===== src/rtl/issue_pkg.sv =====
// Shared types and field constants for the issue scheduler.
package issue_pkg;

    // FSM encoding kept as plain constants for legacy tool flows.
    typedef logic [1:0] state_t;
    localparam state_t StRun     = 2'd0;
    localparam state_t StDrain   = 2'd1;
    localparam state_t StCsrWait = 2'd2;

    // One-hot execution unit select; bit order matches the strobe outputs.
    typedef enum logic [5:0] {
        UnitNone   = 6'b000000,
        UnitExec   = 6'b000001,
        UnitLsu    = 6'b000010,
        UnitBranch = 6'b000100,
        UnitMul    = 6'b001000,
        UnitDiv    = 6'b010000,
        UnitCsr    = 6'b100000
    } unit_e;

    localparam int unsigned RS1_LSB  = 15;
    localparam int unsigned RS2_LSB  = 20;
    localparam int unsigned RD_LSB   = 7;
    localparam int unsigned LOAD_BIT = 5;

    function automatic logic [4:0] reg_field(input logic [31:0] instr, input int unsigned lsb);
        return instr[lsb +: 5];
    endfunction

endpackage


===== src/rtl/issue_scheduler_if.sv =====
// Fetch/decode/issue/unit-feedback bundle; names are from the scheduler's view.
interface issue_scheduler_if;
    logic        fetch_valid_i;
    logic [31:0] fetch_instr_i;
    logic [31:0] fetch_pc_i;
    logic        fetch_accept_o;
    logic        dec_exec_i;
    logic        dec_lsu_i;
    logic        dec_branch_i;
    logic        dec_mul_i;
    logic        dec_div_i;
    logic        dec_csr_i;
    logic        dec_rd_valid_i;
    logic        issue_exec_o;
    logic        issue_lsu_o;
    logic        issue_branch_o;
    logic        issue_mul_o;
    logic        issue_div_o;
    logic        issue_csr_o;
    logic [31:0] issue_opcode_o;
    logic [31:0] issue_pc_o;
    logic [4:0]  issue_rd_o;
    logic        lsu_accept_i;
    logic        lsu_wb_valid_i;
    logic [4:0]  lsu_wb_rd_i;
    logic        div_wb_valid_i;
    logic        csr_done_i;
    logic        flush_i;

    // Fetch, decoder and execution units drive this side.
    modport master (
        output fetch_valid_i, fetch_instr_i, fetch_pc_i,
        output dec_exec_i, dec_lsu_i, dec_branch_i, dec_mul_i, dec_div_i, dec_csr_i,
        output dec_rd_valid_i, lsu_accept_i, lsu_wb_valid_i, lsu_wb_rd_i,
        output div_wb_valid_i, csr_done_i, flush_i,
        input  fetch_accept_o, issue_exec_o, issue_lsu_o, issue_branch_o, issue_mul_o,
        input  issue_div_o, issue_csr_o, issue_opcode_o, issue_pc_o, issue_rd_o
    );

    // The scheduler itself.
    modport slave (
        input  fetch_valid_i, fetch_instr_i, fetch_pc_i,
        input  dec_exec_i, dec_lsu_i, dec_branch_i, dec_mul_i, dec_div_i, dec_csr_i,
        input  dec_rd_valid_i, lsu_accept_i, lsu_wb_valid_i, lsu_wb_rd_i,
        input  div_wb_valid_i, csr_done_i, flush_i,
        output fetch_accept_o, issue_exec_o, issue_lsu_o, issue_branch_o, issue_mul_o,
        output issue_div_o, issue_csr_o, issue_opcode_o, issue_pc_o, issue_rd_o
    );
endinterface


===== src/rtl/issue_scoreboard.sv =====
// Pending-write scoreboard: load/div/mul destination tracking and hazard query.
module issue_scoreboard
    import issue_pkg::*;
#(
    parameter int unsigned MUL_LATENCY = 2
) (
    input  logic       clk_i,
    input  logic       rst_i,
    input  logic [4:0] rs1_i,
    input  logic [4:0] rs2_i,
    input  logic [4:0] rd_i,
    input  logic       load_set_i,
    input  logic       mul_set_i,
    input  logic       div_set_i,
    input  logic       rd_valid_i,
    input  logic       lsu_wb_valid_i,
    input  logic [4:0] lsu_wb_rd_i,
    input  logic       div_wb_valid_i,
    output logic       hazard_o,
    output logic       div_busy_o,
    output logic       empty_o
);
    // A mul result lands MUL_LATENCY cycles after accept; the pending bit must be
    // gone by then, so the pipe is one stage shorter. Latency 1 needs no tracking.
    localparam bit          MulTracked = (MUL_LATENCY > 1);
    localparam int unsigned PipeDepth  = MulTracked ? MUL_LATENCY - 1 : 1;

    logic [31:0]          pend_q, pend_d, set_vec, clr_vec;
    logic [PipeDepth-1:0] mvalid_q, mvalid_d, mwr_q, mwr_d;
    logic [4:0]           mrd_q [PipeDepth];
    logic [4:0]           mrd_d [PipeDepth];
    logic                 div_busy_q, div_busy_d, div_wr_q, div_wr_d;
    logic [4:0]           div_rd_q, div_rd_d;
    logic                 wr_en;

    assign wr_en = rd_valid_i & (rd_i != 5'd0);

    // Mul shift pipe: entry enters at stage 0 and clears its rd on leaving the last stage.
    always_comb begin
        mvalid_d[0] = mul_set_i & MulTracked;
        mwr_d[0]    = mul_set_i & MulTracked & wr_en;
        mrd_d[0]    = rd_i;
        for (int i = 1; i < PipeDepth; i++) begin
            mvalid_d[i] = mvalid_q[i-1];
            mwr_d[i]    = mwr_q[i-1];
            mrd_d[i]    = mrd_q[i-1];
        end
    end

    // Pending bits: clears from writebacks and mul pipe exit, set wins on collision.
    always_comb begin
        set_vec = '0;
        clr_vec = '0;
        if (lsu_wb_valid_i) clr_vec[lsu_wb_rd_i] = 1'b1;
        if (div_wb_valid_i && div_wr_q) clr_vec[div_rd_q] = 1'b1;
        if (mvalid_q[PipeDepth-1] && mwr_q[PipeDepth-1]) clr_vec[mrd_q[PipeDepth-1]] = 1'b1;
        if (wr_en && (load_set_i || div_set_i || (mul_set_i && MulTracked))) set_vec[rd_i] = 1'b1;
        pend_d = (pend_q & ~clr_vec) | set_vec;
    end

    // Single outstanding divide: remember its rd for the writeback clear.
    always_comb begin
        div_busy_d = div_busy_q;
        div_wr_d   = div_wr_q;
        div_rd_d   = div_rd_q;
        if (div_set_i) begin
            div_busy_d = 1'b1;
            div_wr_d   = wr_en;
            div_rd_d   = rd_i;
        end else if (div_wb_valid_i) begin
            div_busy_d = 1'b0;
        end
    end

    // State registers.
    always_ff @(posedge clk_i or posedge rst_i) begin
        if (rst_i) begin
            pend_q     <= '0;
            mvalid_q   <= '0;
            mwr_q      <= '0;
            div_busy_q <= 1'b0;
            div_wr_q   <= 1'b0;
            div_rd_q   <= 5'd0;
            for (int i = 0; i < PipeDepth; i++) mrd_q[i] <= 5'd0;
        end else begin
            pend_q     <= pend_d;
            mvalid_q   <= mvalid_d;
            mwr_q      <= mwr_d;
            div_busy_q <= div_busy_d;
            div_wr_q   <= div_wr_d;
            div_rd_q   <= div_rd_d;
            for (int i = 0; i < PipeDepth; i++) mrd_q[i] <= mrd_d[i];
        end
    end

    assign hazard_o   = pend_q[rs1_i] | pend_q[rs2_i] | pend_q[rd_i];
    assign div_busy_o = div_busy_q;
    assign empty_o    = (pend_q == 32'd0) & ~div_busy_q & (mvalid_q == '0);

endmodule


===== src/rtl/issue_scheduler.sv =====
// Single-issue in-order scheduler: hazard/structural stalls, CSR serialization, unit routing.
module issue_scheduler #(
    parameter int unsigned MUL_LATENCY = 2
) (
    input logic               clk_i,
    input logic               rst_i,
    issue_scheduler_if.slave  bus
);
    import issue_pkg::*;

    state_t      state_q, state_d;
    unit_e       unit, issue_q, issue_d;
    logic [31:0] opcode_q, opcode_d, pc_q, pc_d;
    logic [4:0]  rd_q, rd_d, rs1, rs2, rd;
    logic [5:0]  issue_bits;
    logic        accept, hazard, div_busy, sb_empty, lsu_hold, struct_stall, csr_block;

    assign rs1 = reg_field(bus.fetch_instr_i, RS1_LSB);
    assign rs2 = reg_field(bus.fetch_instr_i, RS2_LSB);
    assign rd  = reg_field(bus.fetch_instr_i, RD_LSB);

    // Decoder flags should be one-hot; a fixed priority guarantees a single strobe anyway.
    always_comb begin
        unit = UnitNone;
        if (bus.dec_csr_i)         unit = UnitCsr;
        else if (bus.dec_div_i)    unit = UnitDiv;
        else if (bus.dec_mul_i)    unit = UnitMul;
        else if (bus.dec_branch_i) unit = UnitBranch;
        else if (bus.dec_lsu_i)    unit = UnitLsu;
        else if (bus.dec_exec_i)   unit = UnitExec;
    end

    assign lsu_hold     = (issue_q == UnitLsu) & ~bus.lsu_accept_i;
    assign struct_stall = ((unit == UnitDiv) & div_busy) | lsu_hold;
    assign csr_block    = (unit == UnitCsr) & ~sb_empty;
    assign accept       = ~rst_i & bus.fetch_valid_i & (state_q == StRun) & ~hazard
                        & ~struct_stall & ~csr_block & ~bus.flush_i;

    issue_scoreboard #(
        .MUL_LATENCY (MUL_LATENCY)
    ) u_scoreboard (
        .clk_i          (clk_i),
        .rst_i          (rst_i),
        .rs1_i          (rs1),
        .rs2_i          (rs2),
        .rd_i           (rd),
        .load_set_i     (accept & (unit == UnitLsu) & ~bus.fetch_instr_i[LOAD_BIT]),
        .mul_set_i      (accept & (unit == UnitMul)),
        .div_set_i      (accept & (unit == UnitDiv)),
        .rd_valid_i     (bus.dec_rd_valid_i),
        .lsu_wb_valid_i (bus.lsu_wb_valid_i),
        .lsu_wb_rd_i    (bus.lsu_wb_rd_i),
        .div_wb_valid_i (bus.div_wb_valid_i),
        .hazard_o       (hazard),
        .div_busy_o     (div_busy),
        .empty_o        (sb_empty)
    );

    // CSR serialization: drain everything in flight, issue, then wait for completion.
    always_comb begin
        state_d = state_q;
        if (bus.flush_i) begin
            state_d = StRun;
        end else begin
            case (state_q)
                StRun: begin
                    if (accept && unit == UnitCsr) state_d = StCsrWait;
                    else if (bus.fetch_valid_i && unit == UnitCsr && !sb_empty) state_d = StDrain;
                end
                StDrain:   if (sb_empty) state_d = StRun;
                StCsrWait: if (bus.csr_done_i) state_d = StRun;
                default:   state_d = StRun;
            endcase
        end
    end

    // Issue register: load on accept, keep an un-taken LSU op, otherwise strobe for one cycle.
    always_comb begin
        issue_d  = issue_q;
        opcode_d = opcode_q;
        pc_d     = pc_q;
        rd_d     = rd_q;
        if (bus.flush_i) begin
            issue_d = UnitNone;
        end else if (accept) begin
            issue_d  = unit;
            opcode_d = bus.fetch_instr_i;
            pc_d     = bus.fetch_pc_i;
            rd_d     = rd;
        end else if (!lsu_hold) begin
            issue_d = UnitNone;
        end
    end

    // State registers.
    always_ff @(posedge clk_i or posedge rst_i) begin
        if (rst_i) begin
            state_q  <= StRun;
            issue_q  <= UnitNone;
            opcode_q <= 32'd0;
            pc_q     <= 32'd0;
            rd_q     <= 5'd0;
        end else begin
            state_q  <= state_d;
            issue_q  <= issue_d;
            opcode_q <= opcode_d;
            pc_q     <= pc_d;
            rd_q     <= rd_d;
        end
    end

    assign issue_bits         = issue_q;
    assign bus.issue_exec_o   = issue_bits[0];
    assign bus.issue_lsu_o    = issue_bits[1];
    assign bus.issue_branch_o = issue_bits[2];
    assign bus.issue_mul_o    = issue_bits[3];
    assign bus.issue_div_o    = issue_bits[4];
    assign bus.issue_csr_o    = issue_bits[5];
    assign bus.issue_opcode_o = opcode_q;
    assign bus.issue_pc_o     = pc_q;
    assign bus.issue_rd_o     = rd_q;
    assign bus.fetch_accept_o = accept;

endmodule

===== src/flat_wrapper.sv =====
// flat-port wrapper written by rule: the top's interface ports become plain ports
module issue_scheduler_flat import issue_pkg::*;
#(
    parameter int unsigned MUL_LATENCY = 2
)
  (clk_i, rst_i, bus_fetch_valid_i, bus_fetch_instr_i, bus_fetch_pc_i, bus_dec_exec_i, bus_dec_lsu_i, bus_dec_branch_i, bus_dec_mul_i, bus_dec_div_i, bus_dec_csr_i, bus_dec_rd_valid_i, bus_lsu_accept_i, bus_lsu_wb_valid_i, bus_lsu_wb_rd_i, bus_div_wb_valid_i, bus_csr_done_i, bus_flush_i, bus_fetch_accept_o, bus_issue_exec_o, bus_issue_lsu_o, bus_issue_branch_o, bus_issue_mul_o, bus_issue_div_o, bus_issue_csr_o, bus_issue_opcode_o, bus_issue_pc_o, bus_issue_rd_o);
  issue_scheduler_if bus_i ();
  input logic clk_i;
  input logic rst_i;
  input wire logic [$bits(bus_i.fetch_valid_i)-1:0] bus_fetch_valid_i;
  input wire logic [$bits(bus_i.fetch_instr_i)-1:0] bus_fetch_instr_i;
  input wire logic [$bits(bus_i.fetch_pc_i)-1:0] bus_fetch_pc_i;
  input wire logic [$bits(bus_i.dec_exec_i)-1:0] bus_dec_exec_i;
  input wire logic [$bits(bus_i.dec_lsu_i)-1:0] bus_dec_lsu_i;
  input wire logic [$bits(bus_i.dec_branch_i)-1:0] bus_dec_branch_i;
  input wire logic [$bits(bus_i.dec_mul_i)-1:0] bus_dec_mul_i;
  input wire logic [$bits(bus_i.dec_div_i)-1:0] bus_dec_div_i;
  input wire logic [$bits(bus_i.dec_csr_i)-1:0] bus_dec_csr_i;
  input wire logic [$bits(bus_i.dec_rd_valid_i)-1:0] bus_dec_rd_valid_i;
  input wire logic [$bits(bus_i.lsu_accept_i)-1:0] bus_lsu_accept_i;
  input wire logic [$bits(bus_i.lsu_wb_valid_i)-1:0] bus_lsu_wb_valid_i;
  input wire logic [$bits(bus_i.lsu_wb_rd_i)-1:0] bus_lsu_wb_rd_i;
  input wire logic [$bits(bus_i.div_wb_valid_i)-1:0] bus_div_wb_valid_i;
  input wire logic [$bits(bus_i.csr_done_i)-1:0] bus_csr_done_i;
  input wire logic [$bits(bus_i.flush_i)-1:0] bus_flush_i;
  output wire logic [$bits(bus_i.fetch_accept_o)-1:0] bus_fetch_accept_o;
  output wire logic [$bits(bus_i.issue_exec_o)-1:0] bus_issue_exec_o;
  output wire logic [$bits(bus_i.issue_lsu_o)-1:0] bus_issue_lsu_o;
  output wire logic [$bits(bus_i.issue_branch_o)-1:0] bus_issue_branch_o;
  output wire logic [$bits(bus_i.issue_mul_o)-1:0] bus_issue_mul_o;
  output wire logic [$bits(bus_i.issue_div_o)-1:0] bus_issue_div_o;
  output wire logic [$bits(bus_i.issue_csr_o)-1:0] bus_issue_csr_o;
  output wire logic [$bits(bus_i.issue_opcode_o)-1:0] bus_issue_opcode_o;
  output wire logic [$bits(bus_i.issue_pc_o)-1:0] bus_issue_pc_o;
  output wire logic [$bits(bus_i.issue_rd_o)-1:0] bus_issue_rd_o;
  assign bus_i.fetch_valid_i = bus_fetch_valid_i;
  assign bus_i.fetch_instr_i = bus_fetch_instr_i;
  assign bus_i.fetch_pc_i = bus_fetch_pc_i;
  assign bus_i.dec_exec_i = bus_dec_exec_i;
  assign bus_i.dec_lsu_i = bus_dec_lsu_i;
  assign bus_i.dec_branch_i = bus_dec_branch_i;
  assign bus_i.dec_mul_i = bus_dec_mul_i;
  assign bus_i.dec_div_i = bus_dec_div_i;
  assign bus_i.dec_csr_i = bus_dec_csr_i;
  assign bus_i.dec_rd_valid_i = bus_dec_rd_valid_i;
  assign bus_i.lsu_accept_i = bus_lsu_accept_i;
  assign bus_i.lsu_wb_valid_i = bus_lsu_wb_valid_i;
  assign bus_i.lsu_wb_rd_i = bus_lsu_wb_rd_i;
  assign bus_i.div_wb_valid_i = bus_div_wb_valid_i;
  assign bus_i.csr_done_i = bus_csr_done_i;
  assign bus_i.flush_i = bus_flush_i;
  assign bus_fetch_accept_o = bus_i.fetch_accept_o;
  assign bus_issue_exec_o = bus_i.issue_exec_o;
  assign bus_issue_lsu_o = bus_i.issue_lsu_o;
  assign bus_issue_branch_o = bus_i.issue_branch_o;
  assign bus_issue_mul_o = bus_i.issue_mul_o;
  assign bus_issue_div_o = bus_i.issue_div_o;
  assign bus_issue_csr_o = bus_i.issue_csr_o;
  assign bus_issue_opcode_o = bus_i.issue_opcode_o;
  assign bus_issue_pc_o = bus_i.issue_pc_o;
  assign bus_issue_rd_o = bus_i.issue_rd_o;
  issue_scheduler #(.MUL_LATENCY(MUL_LATENCY)) u_core (.clk_i(clk_i), .rst_i(rst_i), .bus(bus_i));
endmodule

===== config.mk =====
export PLATFORM = sky130hd
export DESIGN_NAME = issue_scheduler_flat
export DESIGN_NICKNAME = d
export VERILOG_FILES = /design/src/rtl/issue_pkg.sv /design/src/rtl/issue_scheduler_if.sv /design/src/rtl/issue_scoreboard.sv /design/src/rtl/issue_scheduler.sv /design/src/flat_wrapper.sv
export SDC_FILE = /design/constraint.sdc
export NUM_CORES = 1
export LEC_CHECK = 0
export BUFFER_PORTS_ARGS = -buffer_cell sky130_fd_sc_hd__buf_4
export CAP_MARGIN = 30
export CORE_ASPECT_RATIO = 1.2
export CORE_MARGIN = 2
export CORE_UTILIZATION = 58
export CTS_CLUSTER_SIZE = 24
export DETAILED_ROUTE_END_ITERATION = 10
export GPL_TIMING_DRIVEN = 0
export PLACE_DENSITY = 0.86
export SYNTH_ARGS = -nofsm -noshare
export SYNTH_HDL_FRONTEND = slang
export SYNTH_SLANG_ARGS = --single-unit

===== constraint.sdc =====
create_clock -name clk_i -period 11.6 [get_ports clk_i]
set_clock_uncertainty 0.05 [all_clocks]
set_input_delay 1.74 -clock clk_i [delete_from_list [all_inputs] [get_ports clk_i]]
set_output_delay 1.74 -clock clk_i [all_outputs]
set_load 0.005 [all_outputs]

---- After elaboration in Yosys (flattened, before gate mapping) ----
Index checks and enable logic that the tools add are counted.
word-level totals
  bits in writable memories ............... 0
  bits of input ports ..................... 84
  flip-flop bits (word level) ............. 123
  output and inout bits ................... 76
  memories kept ........................... 0
  bits in latches ......................... 0
  logic and storage cells ................. 122
  memory bits (read-only) ................. 0
cells by class
  shifts and indexed selects .............. 0
  div/mod/pow operators ................... 0
  order comparisons ....................... 10
  add/subtract/negate cells ............... 0
  bitwise operators ....................... 35
  $mul .................................... 0
  mux-type cells .......................... 35
  reduce and logical (&&, ||, !) cells .... 19
  equality and inequality tests ........... 11
operator list
  cell                count
  $mux 32             4
  $or 32x32->32       3
  $mux 6              8
  $lt 5x6->1 const B  6
  $and 32x32->32      1
  $logic_not 32->1    1
  $not 32->32         1
  $demux 1 s5         4
  $ge 5x1->1 const B  4
  $and 1x1->1         17
  $bmux 1 s5          3
  $eq 6x2->1 const B  2
  $logic_and 1x1->1   10
  $mux 1              10
  $mux 2              5
  $not 1->1           10
  $eq 6x4->1 const B  1
  $eq 6x5->1 const B  1
  $eq 6x6->1 const B  1
  $ne 3x2->1 const B  2
  $pmux 2 s3          1
  $reduce_bool 5->1   1
  $ne 4x4->1 const B  1
  $ne 3x3->1 const B  1
  other kinds (9)     12

---- Longest topological paths before layout ----
Gate-level depths: netlist of the first run.
  depth in word-level cells ............... 20
  depth in mapped cells ................... 11
  mapped depth without buffers ............ 7

---- By module ----
Synthesis of the first run repeated with hierarchy kept, for this count alone.
second synthesis, totals
  cell total of the unflattened synthesis .. 512
  area total of the unflattened synthesis .. 6173.4 µm²
modules (own cells, without submodules)
  module            sequential area each (µm²)  area each (µm²)  instances  cells each
  issue_scoreboard  1151.1                      3241.9           1          331
  issue_scheduler   1801.7                      2931.6           1          181

---- Worst setup path after synthesis of the first run ----
Ideal clock, no wire load.
  path type ............................... in2out
  start ................................... input port bus_fetch_instr_i[8]
  end ..................................... output port bus_fetch_accept_o
  cell stages on the path ................. 10
  slack ................................... 6.301 ns
  required time ........................... 9.810 ns
  data arrival time ....................... 3.509 ns
  buffers on the path ..................... 4
  cell sequence ........................... buf_2 -> buf_1 -> mux4_2 -> nand2_1 -> nand3_1 -> a211oi_2 -> nand3_4 -> clkinv_2 -> buf_8 -> buf_6
on the way
  cells in the longest elaborated chain, start to end .. 8
RTL lines
  element                       line                    source
  from (decl)                   flat_wrapper.sv:11      input wire logic [$bits(bus_i.fetch_instr_i)-1:0] bus_fetch_instr_i;
  $bmux 1 s5                    issue_scoreboard.sv:96  assign hazard_o = pend_q[rs1_i] | pend_q[rs2_i] | pend_q[rd_i];
  $mux 1 (not written as such)  issue_scoreboard.sv:96
  $or 1x1->1                    issue_scoreboard.sv:96
  $not 1->1                     issue_scheduler.sv:36   assign accept = ~rst_i & bus.fetch_valid_i & (state_q == StRun) & ~hazard
  $and 1x1->1                   issue_scheduler.sv:36
  $and 1x1->1 (3 in a row)      issue_scheduler.sv:37   & ~struct_stall & ~csr_block & ~bus.flush_i;
  to (decl)                     flat_wrapper.sv:26      output wire logic [$bits(bus_i.fetch_accept_o)-1:0] bus_fetch_accept_o;
No other way between the ends. The select of a mux whose other input is x is not followed.

---- Worst setup path in the final report of the first run ----
Ends and elaborated chain as after synthesis.

==> reports/summary.md, run 1 <==
Run status
• **outcome** finished, final reports clean

Worst setup path
• **master of the slowest instance on the critical path** sky130_fd_sc_hd__buf_1
• **required time of the critical path** 9810 ps
• **Startpoint Class** primary input
• **largest incremental delay on the critical path** 470 ps
• **peak fanout along the critical path** 10
• **r2r worst-path depth** 9
• **endpoint kind of the worst setup timing path** primary output
• **CP most frequent cell** sky130_fd_sc_hd__buf_4
• **worst setup path category** primary input to primary output
• **CP cell instances** buf_4, buf_2, buf_1, mux4_2, nand2_1, nand3_1, a211oi_2, nand3_4, clkinv_2, buf_8, buf_6, buf_4
• **Arrival @ worst endpoint** 4450 ps

Synth
• **share of the synthesized area in the top cell type** 46.1%
• **main area contributors after synthesis** sky130_fd_sc_hd__dfrtp_1 46%, sky130_fd_sc_hd__mux2_2 12%, sky130_fd_sc_hd__mux4_2 4.9%, sky130_fd_sc_hd__a41o_1 4.8%, sky130_fd_sc_hd__a221oi_1 4.4%
• **EDFF count, synth** 0
• **post-synth net total** 624
• **predominant post-synthesis flop cell** sky130_fd_sc_hd__dfrtp_1
• **number of different library cells in the post-synthesis netlist** 57
• **number of storage elements in the synthesis netlist** 118
• **synthesized netlist cell count** 540
• **number of warnings issued by yosys** 0
• **average cell area after synthesis** 11.9 sq um
• **sequential cell area fraction in the yosys report** 46.1%
• **post-synth top area cell** sky130_fd_sc_hd__dfrtp_1
• **synthesized cell area** 6400 sq um
• **asr flop ratio synth** 100%

Cells and area
• **share of post-route cells with drive strength above 1** 42.3%
• **NumNets Final** 804
• **Layout fillers** 722
• **Antenna diodes** 0
• **Design Area, Final** 8340 sq um
• **highest-count cells in the layout ignoring fill and taps** 170 x sky130_fd_sc_hd__buf_4, 118 x sky130_fd_sc_hd__dfrtp_1, 70 x sky130_fd_sc_hd__mux2_2
• **final std cells w/o fill** 863
• **synthesis-to-layout area growth** 30.3%
• **most common library cell in the layout ignoring fill and taps** sky130_fd_sc_hd__buf_4

Power and ir drop
• **Lkg Pwr** 4.05 nW
• **Comb power frac** 25.9%
• **Internal Power** 1.01 mW
• **Switch Pwr** 390 uW
• **sequential group share of total power** 39.5%
• **power per cell area** 168 nW/um^2
• **Net Sw Frac** 27.8%
• **IR drop worst, VDD** 0.000126 V
• **fraction of power consumed by the clock network** 34.7%

Detailed routing
• **DRC violation count after routing** 0
• **met2 wire len** 10.1 mm
• **number of DRC violations after detailed-routing iteration 0** 519
• **number of detailed-route iterations in the first pass** 5
• **Via density** 6.84
• **wire length on met3** 2.21 mm
• **top routing layer in use** met4
• **post-route ant nets** 0
• **Detailed Route WL** 21.0 mm
• **post-DR wirelength/cell** 24.4 um
• **number of vias after detailed routing** 5,902
• **met1 WL** 7.53 mm

Clock tree
• **CTS sink cnt** 118
• **# hold bufs at CTS** 0
• **maximum clock insertion buffer count** 2
• **CTS root buf** sky130_fd_sc_hd__clkbuf_16
• **post-cts repair resize count** 0
• **# H-tree levels** 4
• **CTS tree** done
• **post-CTS repair timing setup buffer count** 0
• **number of CTS-inserted buffers** 17
• **Clk Latency, worst-skew pair** 410 ps
• **clock input transition at the sequential cells of the worst setup and hold paths** 50 ps

Floorplanning
• **width of the die** 99.9 um
• **Core Footprint** 10,900 sq um
• **number of rows in the core area** 42
• **die area** 11,900 sq um
• **Starting Density** 58.9%
• **io pins** 160
• **Die Span Y** 119 um

Global route
• **grt total ovfl** 0
• **antenna violations before repair** 0
• **largest net degree at the start of global routing** 83
• **All-Layer GR Usage** 35.5%
• **first-pass GRT wire length** 32.1 mm
• **vias in the first global route** 5,968

Timing
• **Max Slew Vio Count** 0
• **Tightest Pin Transition** 900 ps
• **final worst path period share** 53.8%
• **highest attainable clock frequency** 160 MHz
• **final count of negative-setup-slack endpoints** 0
• **Slew headroom** 39.8%
• **RSZ-0062 raised after global routing** false
• **final critical delay including setup and external delays** 6240 ps
• **setup_tns** 0 ps
• **count of endpoints failing hold in the final timing report** 0
• **tightest hold margin** 409 ps

Place
• **Post-Place Cell Area** 7800 sq um
• **RePlAce Congestion** 1.01
• **count of placed standard cells including taps** 833
• **Port Buffer Count** 156
• **detailed-placement wirelength estimate** 15.1 mm

Job
• **number of max-cap violations** 0

Min path
• **cell count of the worst hold path** 1
• **worst hold-check path type** register to register

==> worst max-delay path, delay by kind of cell <==
| family | cells | cell delay [ps] |
|---|---|---|
| simple gates | 3 | 500 |
| mux | 1 | 390 |
| compound gates | 1 | 370 |
| buf+inv | 7 | 1420 |
==> layer usage <==
metal / GRT usage [%] / vias up
li1: - / 2495
met1: 42.4 / 2876
met2: 57.2 / 430
met3: 9.39 / 101
met4: 21.5 / 0
met5: 0 / -
==> power by group through the flow <==
stage / clock network [mW] / registers (mW) / logic (mW)
after global placement: 0 / 0.552 / 0.349
after detailed placement: 0 / 0.557 / 0.363
after floorplan: 0 / 0.552 / 0.161
after CTS: 0.489 / 0.553 / 0.364
after global routing: 0.506 / 0.563 / 0.386
final: 0.486 / 0.553 / 0.363
==> logic make-up (layout without fill, tap and decap cells) <==
| logic type | Yosys count | after routing | synth area share [%] |
|---|---|---|---|
| simple gates | 150 | 150 | 14.0 |
| compound gates | 119 | 119 | 14.7 |
| flops | 118 | 118 | 46.1 |
| mux | 102 | 102 | 20.5 |
| buf+inv | 51 | 242 | 4.61 |
==> synthesized netlist by cell type (3+ instances only) <==
library cell and instances:
sky130_fd_sc_hd__a32oi_1 4, sky130_fd_sc_hd__nor2b_1 8, sky130_fd_sc_hd__nand2b_1 3, sky130_fd_sc_hd__and3b_1 5, sky130_fd_sc_hd__buf_6 4, sky130_fd_sc_hd__nand3b_1 9
sky130_fd_sc_hd__nand2_1 22, sky130_fd_sc_hd__nor3_1 13, sky130_fd_sc_hd__buf_1 3, sky130_fd_sc_hd__buf_2 6, sky130_fd_sc_hd__a221oi_1 32, sky130_fd_sc_hd__inv_1 9
sky130_fd_sc_hd__mux2_2 70, sky130_fd_sc_hd__nor4bb_1 3, sky130_fd_sc_hd__mux2_4 6, sky130_fd_sc_hd__dfrtp_1 118, sky130_fd_sc_hd__buf_4 10, sky130_fd_sc_hd__and3_1 6
sky130_fd_sc_hd__nand4_1 6, sky130_fd_sc_hd__nor2_1 17, sky130_fd_sc_hd__o21ai_0 35, sky130_fd_sc_hd__clkbuf_1 16, sky130_fd_sc_hd__a41o_1 31, sky130_fd_sc_hd__nand3_1 16
sky130_fd_sc_hd__mux4_2 14, sky130_fd_sc_hd__nor4_1 15, sky130_fd_sc_hd__mux2i_1 12, sky130_fd_sc_hd__nor3b_1 11
==> through the flow <==
stage	utilization [%]	setup slack, ps	power [mW]
floorplan	-	6300	0.713
finish	76.7	5360	1.40
global route	76.7	5270	1.46
CTS	76.7	5400	1.41
global placement	71.2	5440	0.901
detailed placement	71.7	5390	0.920
==> state kept, by name, indices dropped and copies added (netlist names) <==
name	cells
u_core.u_scoreboard.div_wr_q	1
u_core.issue_bits	6
u_core.u_scoreboard.mwr_q	1
u_core.u_scoreboard.mvalid_q	1
u_core.u_scoreboard.div_busy_o	1
u_core.u_scoreboard.pend_q	32
u_core.u_scoreboard.mrd_q	5
u_core.u_scoreboard.div_rd_q	5
u_core.bus.issue_rd_o	4
u_core.state_q	2
u_core.bus.issue_opcode_o	28
u_core.bus.issue_pc_o	32
==> final timing paths <==
check / start / endpoint / slack [ps]
max in group asynchronous: rst_i / u_core.u_scoreboard.pend_q[10]$_DFF_PP0_ / 9520
worst max register to register: u_core.u_scoreboard.pend_q[23]$_DFF_PP0_ / u_core.bus.issue_opcode_o[14]$_DFFE_PP0P_ / 8630
worst min register to register: u_core.state_q[1]$_DFFE_PP0P_ / u_core.state_q[0]$_DFFE_PP0P_ / 410
min in group asynchronous: rst_i / u_core.bus.issue_opcode_o[15]$_DFFE_PP0P_ / 1270
worst min-delay path: u_core.state_q[1]$_DFFE_PP0P_ / u_core.state_q[0]$_DFFE_PP0P_ / 410
worst max-delay path: bus_fetch_instr_i[8] / bus_fetch_accept_o / 5360
==> final cells by class <==
| cell class | instances | area, sq um | share of cell area (%) |
|---|---|---|---|
| Buffer | 41 | 256 | 3.07 |
| Clock buffer | 21 | 460 | 5.52 |
| Clock inverter | 9 | 80.1 | 0.960 |
| Inverter | 10 | 43.8 | 0.525 |
| Multi-Input combinational cell | 371 | 3160 | 37.8 |
| Sequential cell | 118 | 2950 | 35.4 |
| Tap cell | 132 | 165 | 1.98 |
| Timing Repair Buffer | 161 | 1230 | 14.7 |
Power figures use the tool's default switching activity.
==> run 2: changes to the inputs <==
--- a/config.mk
+++ b/config.mk
@@ -9,11 +9,11 @@
 export CAP_MARGIN = 30
 export CORE_ASPECT_RATIO = 1.2
 export CORE_MARGIN = 2
-export CORE_UTILIZATION = 58
+export CORE_UTILIZATION = 54
 export CTS_CLUSTER_SIZE = 24
 export DETAILED_ROUTE_END_ITERATION = 10
 export GPL_TIMING_DRIVEN = 0
-export PLACE_DENSITY = 0.86
+export PLACE_DENSITY = 0.81
 export SYNTH_ARGS = -nofsm -noshare
 export SYNTH_HDL_FRONTEND = slang
 export SYNTH_SLANG_ARGS = --single-unit
==> constraint.sdc (replaced) <==
create_clock -name clk_i -period 6.14 [get_ports clk_i]
set_clock_uncertainty 0.05 [all_clocks]
set_input_delay 0.921 -clock clk_i [delete_from_list [all_inputs] [get_ports clk_i]]
set_output_delay 0.921 -clock clk_i [all_outputs]
set_load 0.005 [all_outputs]
==> run 2 against run 1 <==
Cell count is 3.1% higher. Design area is 0.82% higher. Critical path depth is the same. Total power is 94% higher. Largest power group unchanged.
==> reports/summary.md, run 2 (synthesis gave the netlist of run 1 again) <==
Cells and area
• **highest-count cells in the layout ignoring fill and taps** 167 x sky130_fd_sc_hd__buf_4, 118 x sky130_fd_sc_hd__dfrtp_1, 70 x sky130_fd_sc_hd__mux2_2
• **Antenna diodes** 0, unchanged
• **most common library cell in the layout ignoring fill and taps** sky130_fd_sc_hd__buf_4
• **NumNets Final** 804, unchanged
• **Design Area, Final** 8410 sq um, +0.82%
• **synthesis-to-layout area growth** 31.4%
• **share of post-route cells with drive strength above 1** 42.4%, +0.16 points

Global route
• **vias in the first global route** 5,772, -3.3%
• **grt total ovfl** 0, unchanged
• **All-Layer GR Usage** 33.5%, -2.1 points
• **first-pass GRT wire length** 31.4 mm, -2.3%
• **antenna violations before repair** 0, unchanged
• **largest net degree at the start of global routing** 79, -4.8%

Min path
• **cell count of the worst hold path** 1, unchanged
• **worst hold-check path type** register to register
• **source of the worst hold timing path** u_core.state_q[1]$_DFFE_PP0P_
• **Hold Path End** u_core.state_q[0]$_DFFE_PP0P_

Timing
• **setup_tns** 0 ps, unchanged
• **Max Slew Vio Count** 0, unchanged
• **final worst path period share** 76.7%
• **highest attainable clock frequency** 212 MHz
• **RSZ-0062 raised after global routing** false
• **Tightest Pin Transition** 873 ps, -27.3 ps
• **Slew headroom** 41.6%, +1.8 points
• **final count of negative-setup-slack endpoints** 0, unchanged
• **count of endpoints failing hold in the final timing report** 0, unchanged
• **final critical delay including setup and external delays** 4710 ps

Place
• **Port Buffer Count** 156, unchanged
• **detailed-placement wirelength estimate** 15.2 mm, +0.49%
• **Post-Place Cell Area** 7830 sq um, +0.30%
• **RePlAce Congestion** 0.989, -2.1%

Power and ir drop
• **Internal Power** 1.96 mW, +94%
• **sequential group share of total power** 38.6%, -0.9 points
• **Net Sw Frac** 27.9%, +0.035 points
• **Total Power** 2.72 mW, +94%
• **Lkg Pwr** 4.05 nW, about the same
• **Switch Pwr** 756 uW, +94%
• **Comb power frac** 25.0%, -0.9 points
• **power per cell area** 323 nW/um^2, +92%
• **IR drop worst, VDD** 0.000248 V, +97%
• **fraction of power consumed by the clock network** 36.4%, +1.7 points

Detailed routing
• **post-DR wirelength/cell** 23.5 um, -3.5%
• **Detailed Route WL** 20.9 mm, -0.53%
• **Via density** 6.51, -4.8%
• **DRC violation count after routing** 0, unchanged
• **number of detailed-route iterations in the first pass** 8, +3
• **number of DRC violations after detailed-routing iteration 0** 752, +45%
• **post-route ant nets** 0, unchanged
• **number of vias after detailed routing** 5,794, -1.8%

Worst setup path
• **CP cell instances** buf_4, buf_2, buf_1, mux4_2, nand2_1, nand3_1, a211oi_2, nand3_4, clkinv_2, buf_8, buf_6, buf_4
• **worst setup path category** primary input to primary output
• **Reg2Reg Capture Point** u_core.bus.issue_opcode_o[14]$_DFFE_PP0P_
• **Arrival @ worst endpoint** 3740 ps, -710 ps
• **CP Buf/Inv Count** 7, unchanged
• **largest incremental delay on the critical path** 620 ps, +150 ps
• **master of the slowest instance on the critical path** sky130_fd_sc_hd__buf_1
• **Worst setup startpoint** bus_fetch_instr_i[8]
• **peak fanout along the critical path** 10, unchanged
• **r2r worst-path depth** 9, unchanged
• **setup slack, reg-to-reg** 3110 ps, -5520 ps
• **endpoint kind of the worst setup timing path** primary output
• **Startpoint Class** primary input
• **Crit Reg-Reg Startpoint** u_core.u_scoreboard.pend_q[6]$_DFF_PP0_
• **CP most frequent cell** sky130_fd_sc_hd__buf_4
• **Top Family by Delay on Critical Path** buffers and inverters
• **required time of the critical path** 5170 ps, -4640 ps

Floorplanning
• **width of the die** 103 um, +3.5%
• **number of rows in the core area** 43, +2.4%
• **Starting Density** 55.4%, -3.5 points
• **Core Footprint** 11,600 sq um, +6.3%
• **Die Span Y** 123 um, +3.5%
• **die area** 12,800 sq um, +7.1%
• **io pins** 160, unchanged

Clock tree
• **CTS root buf** sky130_fd_sc_hd__clkbuf_16
• **post-cts repair resize count** 0, unchanged
• **maximum clock insertion buffer count** 2, unchanged
• **clock input transition at the sequential cells of the worst setup and hold paths** 50 ps, about the same
• **CTS sink cnt** 118, unchanged
• **number of CTS-inserted buffers** 17, unchanged
• **Clk Latency, worst-skew pair** 410 ps, about the same
• **# hold bufs at CTS** 0, unchanged
• **CTS tree** done
• **# H-tree levels** 4, unchanged
• **post-CTS repair timing setup buffer count** 0, unchanged

Job
• **number of max-cap violations** 0, unchanged

Run status
• **outcome** finished, final reports clean

## run 2: cell type report
type | count | area, sq um
clock inverters | 11 | 125
inverters | 10 | 43.8
multi-input cells | 371 | 3160
plain buffers | 41 | 256
clock buffers | 21 | 460
fillers | 818 | 3150
flip-flops and latches | 118 | 2950
repair buffers | 161 | 1220
well taps | 157 | 196
## run 2: power groups by stage
stage	clock [mW]	combinational, mW	sequential [mW]
floorplan	0	0.303	1.04
global placement	0	0.660	1.05
detailed placement	0	0.679	1.06
CTS	0.993	0.682	1.05
global route	1.03	0.728	1.07
finish	0.988	0.679	1.05
## run 2: how the worst max path moves through the flow
| stage | depth (start not counted) | endpoint |
|---|---|---|
| 2_1_floorplan | 1 | u_core.bus.issue_opcode_o[0]$_DFFE_PP0P_ |
| 3_3_place_gp | 2 | u_core.bus.issue_pc_o[2]$_DFFE_PP0P_ |
| 3_5_place_dp | 12 | bus_fetch_accept_o |
| 4_1_cts | 12 | bus_fetch_accept_o |
| 5_1_grt | 12 | bus_fetch_accept_o |
| 6_report | 12 | bus_fetch_accept_o |
## run 2: metal layers
metal	vias up	wire (um)	GRT usage, %
met3	92	1970	8.65
met4	0	1090	17.8
met2	395	10100	53.8
met1	2805	7760	41.0
met5	-	0	0
li1	2502	-	-
## run 2: stage by stage
stage	setup slack, ps	cells	util, %	hold WS (ps)
finish	1430	890	72.7	407
floorplan	2040	540	-	374
global route	1340	890	72.7	415
CTS	1490	890	72.7	406
detailed placement	1530	858	67.7	399
global placement	718	853	67.2	385
